===== src/rtl/elbeth_mux4b_arbiter_pkg.sv =====
// Shared definitions for the two-port nibble arbiter: FSM state encoding and
// reset value of the mux select.
package elbeth_mux4b_arbiter_pkg;

  typedef enum logic [1:0] {
    IDLE = 2'b00,
    OWN1 = 2'b01,
    OWN2 = 2'b10
  } arb_state_t;

  // mux_sel = 1 routes data_1 through the shared path
  localparam logic MUX_SEL_RST = 1'b1;

endpackage


===== src/rtl/elbeth_mux4b_arbiter_mux.sv =====
// Two-input 4-bit multiplexer; bit_select = 1 passes mux_in_1.
module elbeth_mux4b_2_to_1 (
  input  logic [3:0] mux_in_1,
  input  logic [3:0] mux_in_2,
  input  logic       bit_select,
  output logic [3:0] mux_out
);

  assign mux_out = bit_select ? mux_in_1 : mux_in_2;

endmodule


===== src/rtl/elbeth_mux4b_arbiter.sv =====
// Round-robin arbiter sharing one nibble path between two producers, with a
// burst limit and a one-entry valid/ready output stage.
module elbeth_mux4b_arbiter
  import elbeth_mux4b_arbiter_pkg::*;
#(
  parameter int unsigned BURST_MAX = 4,
  parameter int unsigned CNT_W     = 3
) (
  input  logic       clk,
  input  logic       rst_n,
  input  logic       req_1,
  input  logic [3:0] data_1,
  output logic       ack_1,
  input  logic       req_2,
  input  logic [3:0] data_2,
  output logic       ack_2,
  output logic       grant_1,
  output logic       grant_2,
  output logic       mux_sel,
  output logic       out_valid,
  output logic [3:0] out_data,
  input  logic       out_ready
);

  localparam logic [CNT_W-1:0] BURST_LAST = CNT_W'(BURST_MAX - 1);
  localparam logic [CNT_W-1:0] BURST_SAT  = CNT_W'(BURST_MAX);

  arb_state_t       state, state_nxt;
  logic [CNT_W-1:0] burst_cnt, burst_nxt;
  logic             rr_pref2, rr_nxt;
  logic             sel_nxt;
  logic [3:0]       mux_out;
  logic             free;
  logic             any_ack;

  elbeth_mux4b_2_to_1 u_mux (
    .mux_in_1  (data_1),
    .mux_in_2  (data_2),
    .bit_select(mux_sel),
    .mux_out   (mux_out)
  );

  assign grant_1 = (state == OWN1);
  assign grant_2 = (state == OWN2);
  assign free    = ~out_valid | out_ready;
  assign ack_1   = grant_1 & req_1 & free;
  assign ack_2   = grant_2 & req_2 & free;
  assign any_ack = ack_1 | ack_2;

  always_comb begin
    state_nxt = state;
    burst_nxt = burst_cnt;
    rr_nxt    = rr_pref2;
    sel_nxt   = mux_sel;
    case (state)
      IDLE: begin
        if (req_1 && (!req_2 || !rr_pref2)) state_nxt = OWN1;
        else if (req_2)                     state_nxt = OWN2;
      end
      OWN1: begin
        if (!req_1)                                        state_nxt = req_2 ? OWN2 : IDLE;
        else if (ack_1 && req_2 && burst_cnt >= BURST_LAST) state_nxt = OWN2;
      end
      OWN2: begin
        if (!req_2)                                        state_nxt = req_1 ? OWN1 : IDLE;
        else if (ack_2 && req_1 && burst_cnt >= BURST_LAST) state_nxt = OWN1;
      end
      default: state_nxt = IDLE;
    endcase
    // Any grant change restarts the burst; entering IDLE leaves select and pointer as they were
    if (state_nxt != state) begin
      burst_nxt = '0;
      if (state_nxt == OWN1) begin
        rr_nxt  = 1'b1;
        sel_nxt = 1'b1;
      end else if (state_nxt == OWN2) begin
        rr_nxt  = 1'b0;
        sel_nxt = 1'b0;
      end
    end else if (any_ack && burst_cnt != BURST_SAT) begin
      burst_nxt = burst_cnt + 1'b1;
    end
  end

  always_ff @(posedge clk) begin
    if (!rst_n) begin
      state     <= IDLE;
      burst_cnt <= '0;
      rr_pref2  <= 1'b0;
      mux_sel   <= MUX_SEL_RST;
      out_valid <= 1'b0;
      out_data  <= '0;
    end else begin
      state     <= state_nxt;
      burst_cnt <= burst_nxt;
      rr_pref2  <= rr_nxt;
      mux_sel   <= sel_nxt;
      if (any_ack) begin
        out_data  <= mux_out;
        out_valid <= 1'b1;
      end else if (out_ready) begin
        out_valid <= 1'b0;
      end
    end
  end

endmodule


===== config.mk =====
export PLATFORM = sky130hd
export DESIGN_NAME = elbeth_mux4b_arbiter
export DESIGN_NICKNAME = d
export VERILOG_FILES = /design/src/rtl/elbeth_mux4b_arbiter_pkg.sv /design/src/rtl/elbeth_mux4b_arbiter_mux.sv /design/src/rtl/elbeth_mux4b_arbiter.sv
export SDC_FILE = /design/constraint.sdc
export NUM_CORES = 1
export LEC_CHECK = 0
export CAP_MARGIN = 20
export CORE_MARGIN = 4
export CORE_UTILIZATION = 44
export CTS_BUF_LIST = sky130_fd_sc_hd__clkbuf_2
export CTS_CLUSTER_SIZE = 30
export DETAILED_ROUTE_END_ITERATION = 6
export PLACE_DENSITY = 0.78
export REMOVE_ABC_BUFFERS = 1
export SLEW_MARGIN = 10
export SYNTH_ARGS = -nofsm -noshare
export SYNTH_HDL_FRONTEND = slang
export SYNTH_HIERARCHICAL = 1
export SYNTH_SLANG_ARGS = --single-unit

===== constraint.sdc =====
create_clock -name clk -period 2.15 [get_ports clk]
set_clock_uncertainty 0.05 [all_clocks]
set_input_delay 0.215 -clock clk [delete_from_list [all_inputs] [get_ports clk]]
set_output_delay 0.215 -clock clk [all_outputs]
set_load 0.03 [all_outputs]

==> reports/metrics.yaml <==
arrival_ns: 2.44
timing.final.crit_period_ns: 2.27
synthDominantAreaCellType: "sky130_fd_sc_hd__dfxtp_1"
cts_inserted_buffers: 3
post_synth_inst_count: 80
synth.area.mux_share_pct: 14.4
cts_htree_levels: 1
synthDominantCellAreaShare_pct: 30.0
final.setup.tns_ns: -0.236
post_route_drc_violation_count: 0
ioPinCount: 23
ys_ff_latch: 12
drt_wl_total_um: 2210
total_leakage_power_nw: 0.519
timing.critical_path.to_type: "register"
cts_tree: "done"
syn-mean-instance-area_um2: 10.0
die_h_um: 50.7
core_um2: 1730
count_of_hold_buffers_inserted_by_post_cts_repair: 0
die_x_um: 50.7
combined_area_of_the_multi_input_logic_cells_um2: 606
clkLatencyLatePin_ns: 0.28
yosys_warnings: 6
largest_family_of_logic_cells_by_synthesized_area: "simple AND/OR/NAND/NOR gates"
first_global_vias: 754
finalCritPeriodShare_pct: 106
setup_ws_ns: -0.123
synth_simple_gate_area_share_pct: 23.7
seq_area_frac_synth_pct: 30.0
post_synth_most_frequent_cells: "12 x sky130_fd_sc_hd__dfxtp_1, 7 x sky130_fd_sc_hd__mux2i_1, 7 x sky130_fd_sc_hd__nor2_1, 7 x sky130_fd_sc_hd__nor2b_1, 5 x sky130_fd_sc_hd__inv_1"
critPathMaxFanout: 4
vdd_ir_drop_max_v: 0.000411
die_area_um2: 2570
synth.distinct_cells: 35
required_ns: 2.32
status: "complete, but fails checks"
placed_area_um2: 1130
violations_in_the_final_reports: "negative setup slack"
timing.setup.critical_path_class: "register to register"
final_design_area_no_fill_um2: 1290
initial_standard_cell_utilization_of_the_core_pct: 46.4
postRouteAntennaNets: 0
pin_count_of_the_biggest_net_entering_global_routing: 13
layout.area.seq_um2: 243
nets: 140
drt_iter0_markers: 7
worstMarginPinSlew_ns: 0.633
filler_cell_count: 126
timing.final.max_slew_violations: 0
number_of_max_capacitance_violations_reported: 0
p_total_mw: 0.579
floorplan_row_count: 15
clkSlewWorstSetupHoldPaths_ns: 0.13
max_freq_mhz: 440
cts.root.buffer_cell: "sky130_fd_sc_hd__clkbuf_2"
preCtsSetupSlack_ns: -0.271
number_of_enable_type_register_cells_in_the_synthesized_netlist: 0
max-slew-margin-rel_pct: 57.4
post_dr_wirelength_cell_um: 15.0
rsz0062_at_grt: "yes"
number_of_iterations_in_the_first_detailed_routing_pass: 2
dr_total_vias: 746
syn_area_um2: 802
number_of_antenna_violations_at_the_first_check_in_global_routing: 0
cts.sinks: 12
synth_most_common_cell: "sky130_fd_sc_hd__dfxtp_1"
post_route_cells_drive_above_1_share_pct: 37.7
detailedPlacementHpwl_um: 1490
post_drt_via_cell_ratio: 5.07
grt_first_pass_wirelength_um: 3350
grt_usage_pct: 18.0
gp_routability_congestion: 0.749
min-delay-path-class: "register to register"
power.density_nw_per_um2: 450
synth_top_flop_cell: "sky130_fd_sc_hd__dfxtp_1"
finalSetupViolCount: 2
synthAdderAreaFrac_pct: 6.24
proportion_of_register_bits_with_asynchronous_set_or_reset_after_synthesis_pct: 0
final-hold-violation-count: 0
ys_top_cells_by_area: "sky130_fd_sc_hd__dfxtp_1 30%, sky130_fd_sc_hd__mux2i_1 8.7%, sky130_fd_sc_hd__ha_1 6.2%"
antenna_cells: 0
hold_ws_ns: 0.440
compound_gate_portion_of_the_synthesized_area_pct: 19.5
worstSetupStartpointType: "register"
grt_remaining_overflow: 0
xor_and_xnor_fraction_of_the_mapped_netlist_area_pct: 1.09
place.port_buffers: 22
synthToLayoutAreaGrowth_pct: 60.5
cts-root-to-sink-buffers: 2
-- layout make-up --
| class | instances | area share, % |
|---|---|---|
| Sequential cell | 12 | 18.9 |
| Tap cell | 25 | 2.43 |
| Clock inverter | 1 | 0.292 |
| Inverter | 5 | 1.46 |
| Clock buffer | 3 | 1.17 |
| Timing Repair Buffer | 41 | 28.8 |
| Multi-Input combinational cell | 60 | 47.0 |
-- logic make-up after synthesis --
group | Yosys count
AND/OR/NAND/NOR | 28
AO/OA/AOI/OAI | 16
flip-flops | 12
multiplexers | 11
buffers and inverters | 8
adder cells (fa/ha/maj) | 4
XOR/XNOR | 1
-- final timing paths --
path	slack, ns	start	to	depth (start not counted)
min	0.44	rr_pref2$_SDFFE_PN0P_	rr_pref2$_SDFFE_PN0P_	2
min reg2reg	0.44	rr_pref2$_SDFFE_PN0P_	rr_pref2$_SDFFE_PN0P_	2
max	-0.12	burst_cnt[0]$_SDFFE_PP0P_	mux_sel$_SDFFE_PN1P_	10
max reg2reg	-0.12	burst_cnt[0]$_SDFFE_PP0P_	mux_sel$_SDFFE_PN1P_	10
-- worst max-delay path, stage by stage, from the launching register on --
cell	delay, ns
sky130_fd_sc_hd__dfxtp_2	0.36
sky130_fd_sc_hd__ha_4	0.16
sky130_fd_sc_hd__ha_4	0.15
sky130_fd_sc_hd__a211o_4	0.29
sky130_fd_sc_hd__buf_6	0.12
sky130_fd_sc_hd__a21boi_2	0.19
sky130_fd_sc_hd__o21ai_2	0.11
sky130_fd_sc_hd__nand3_2	0.10
sky130_fd_sc_hd__ha_4	0.20
sky130_fd_sc_hd__nor4_4	0.27
sky130_fd_sc_hd__mux2i_1	0.22
-- metal layers --
layer  wire length (µm)  global-route usage (%)  vias up
met5                  0                       0        -
met4                 80                    10.8        0
li1                   -                       -      371
met2               1150                    33.3        8
met3                 30                    3.56        7
met1                954                    18.5      360
-- cells in the final DEF, fill, tap and decap left out, types with 2 or more instances in the layout --
cell type and count:
sky130_fd_sc_hd__clkdlybuf4s50_1 22, sky130_fd_sc_hd__buf_4 17, sky130_fd_sc_hd__dfxtp_1 10, sky130_fd_sc_hd__nor2b_1 7, sky130_fd_sc_hd__mux2i_1 7, sky130_fd_sc_hd__nor2_1 6, sky130_fd_sc_hd__inv_1 5, sky130_fd_sc_hd__mux2_2 4
sky130_fd_sc_hd__ha_4 3, sky130_fd_sc_hd__clkbuf_2 3, sky130_fd_sc_hd__and2b_1 2, sky130_fd_sc_hd__nand3b_4 2, sky130_fd_sc_hd__o21a_1 2, sky130_fd_sc_hd__a31oi_2 2, sky130_fd_sc_hd__nand2_1 2, sky130_fd_sc_hd__dfxtp_2 2
sky130_fd_sc_hd__buf_6 2
-- power breakdown --
part	switching, mW	internal [mW]
sequential	0.0193	0.236
clock	0.0815	0.0404
combinational	0.0916	0.110
-- sequential cells by signal (all words and copies together), names as in the netlist --
name	count
out_data	4
burst_cnt	3
state	2
mux_sel	1
out_valid	1
rr_pref2	1
-- timing repair --
action	CTS	global route
pin swaps	7	9
setup buffers	3	3
resized for setup	11	7
setup endpoints to repair	2	2
-- per-stage QoR --
stage	instances	utilization [%]
after global placement	137	65.4
final	147	74.6
after CTS	144	71.4
after detailed placement	137	65.4
after floorplan	77	-
after global routing	147	74.6
Note: power is estimated with default switching activity, not from simulation.
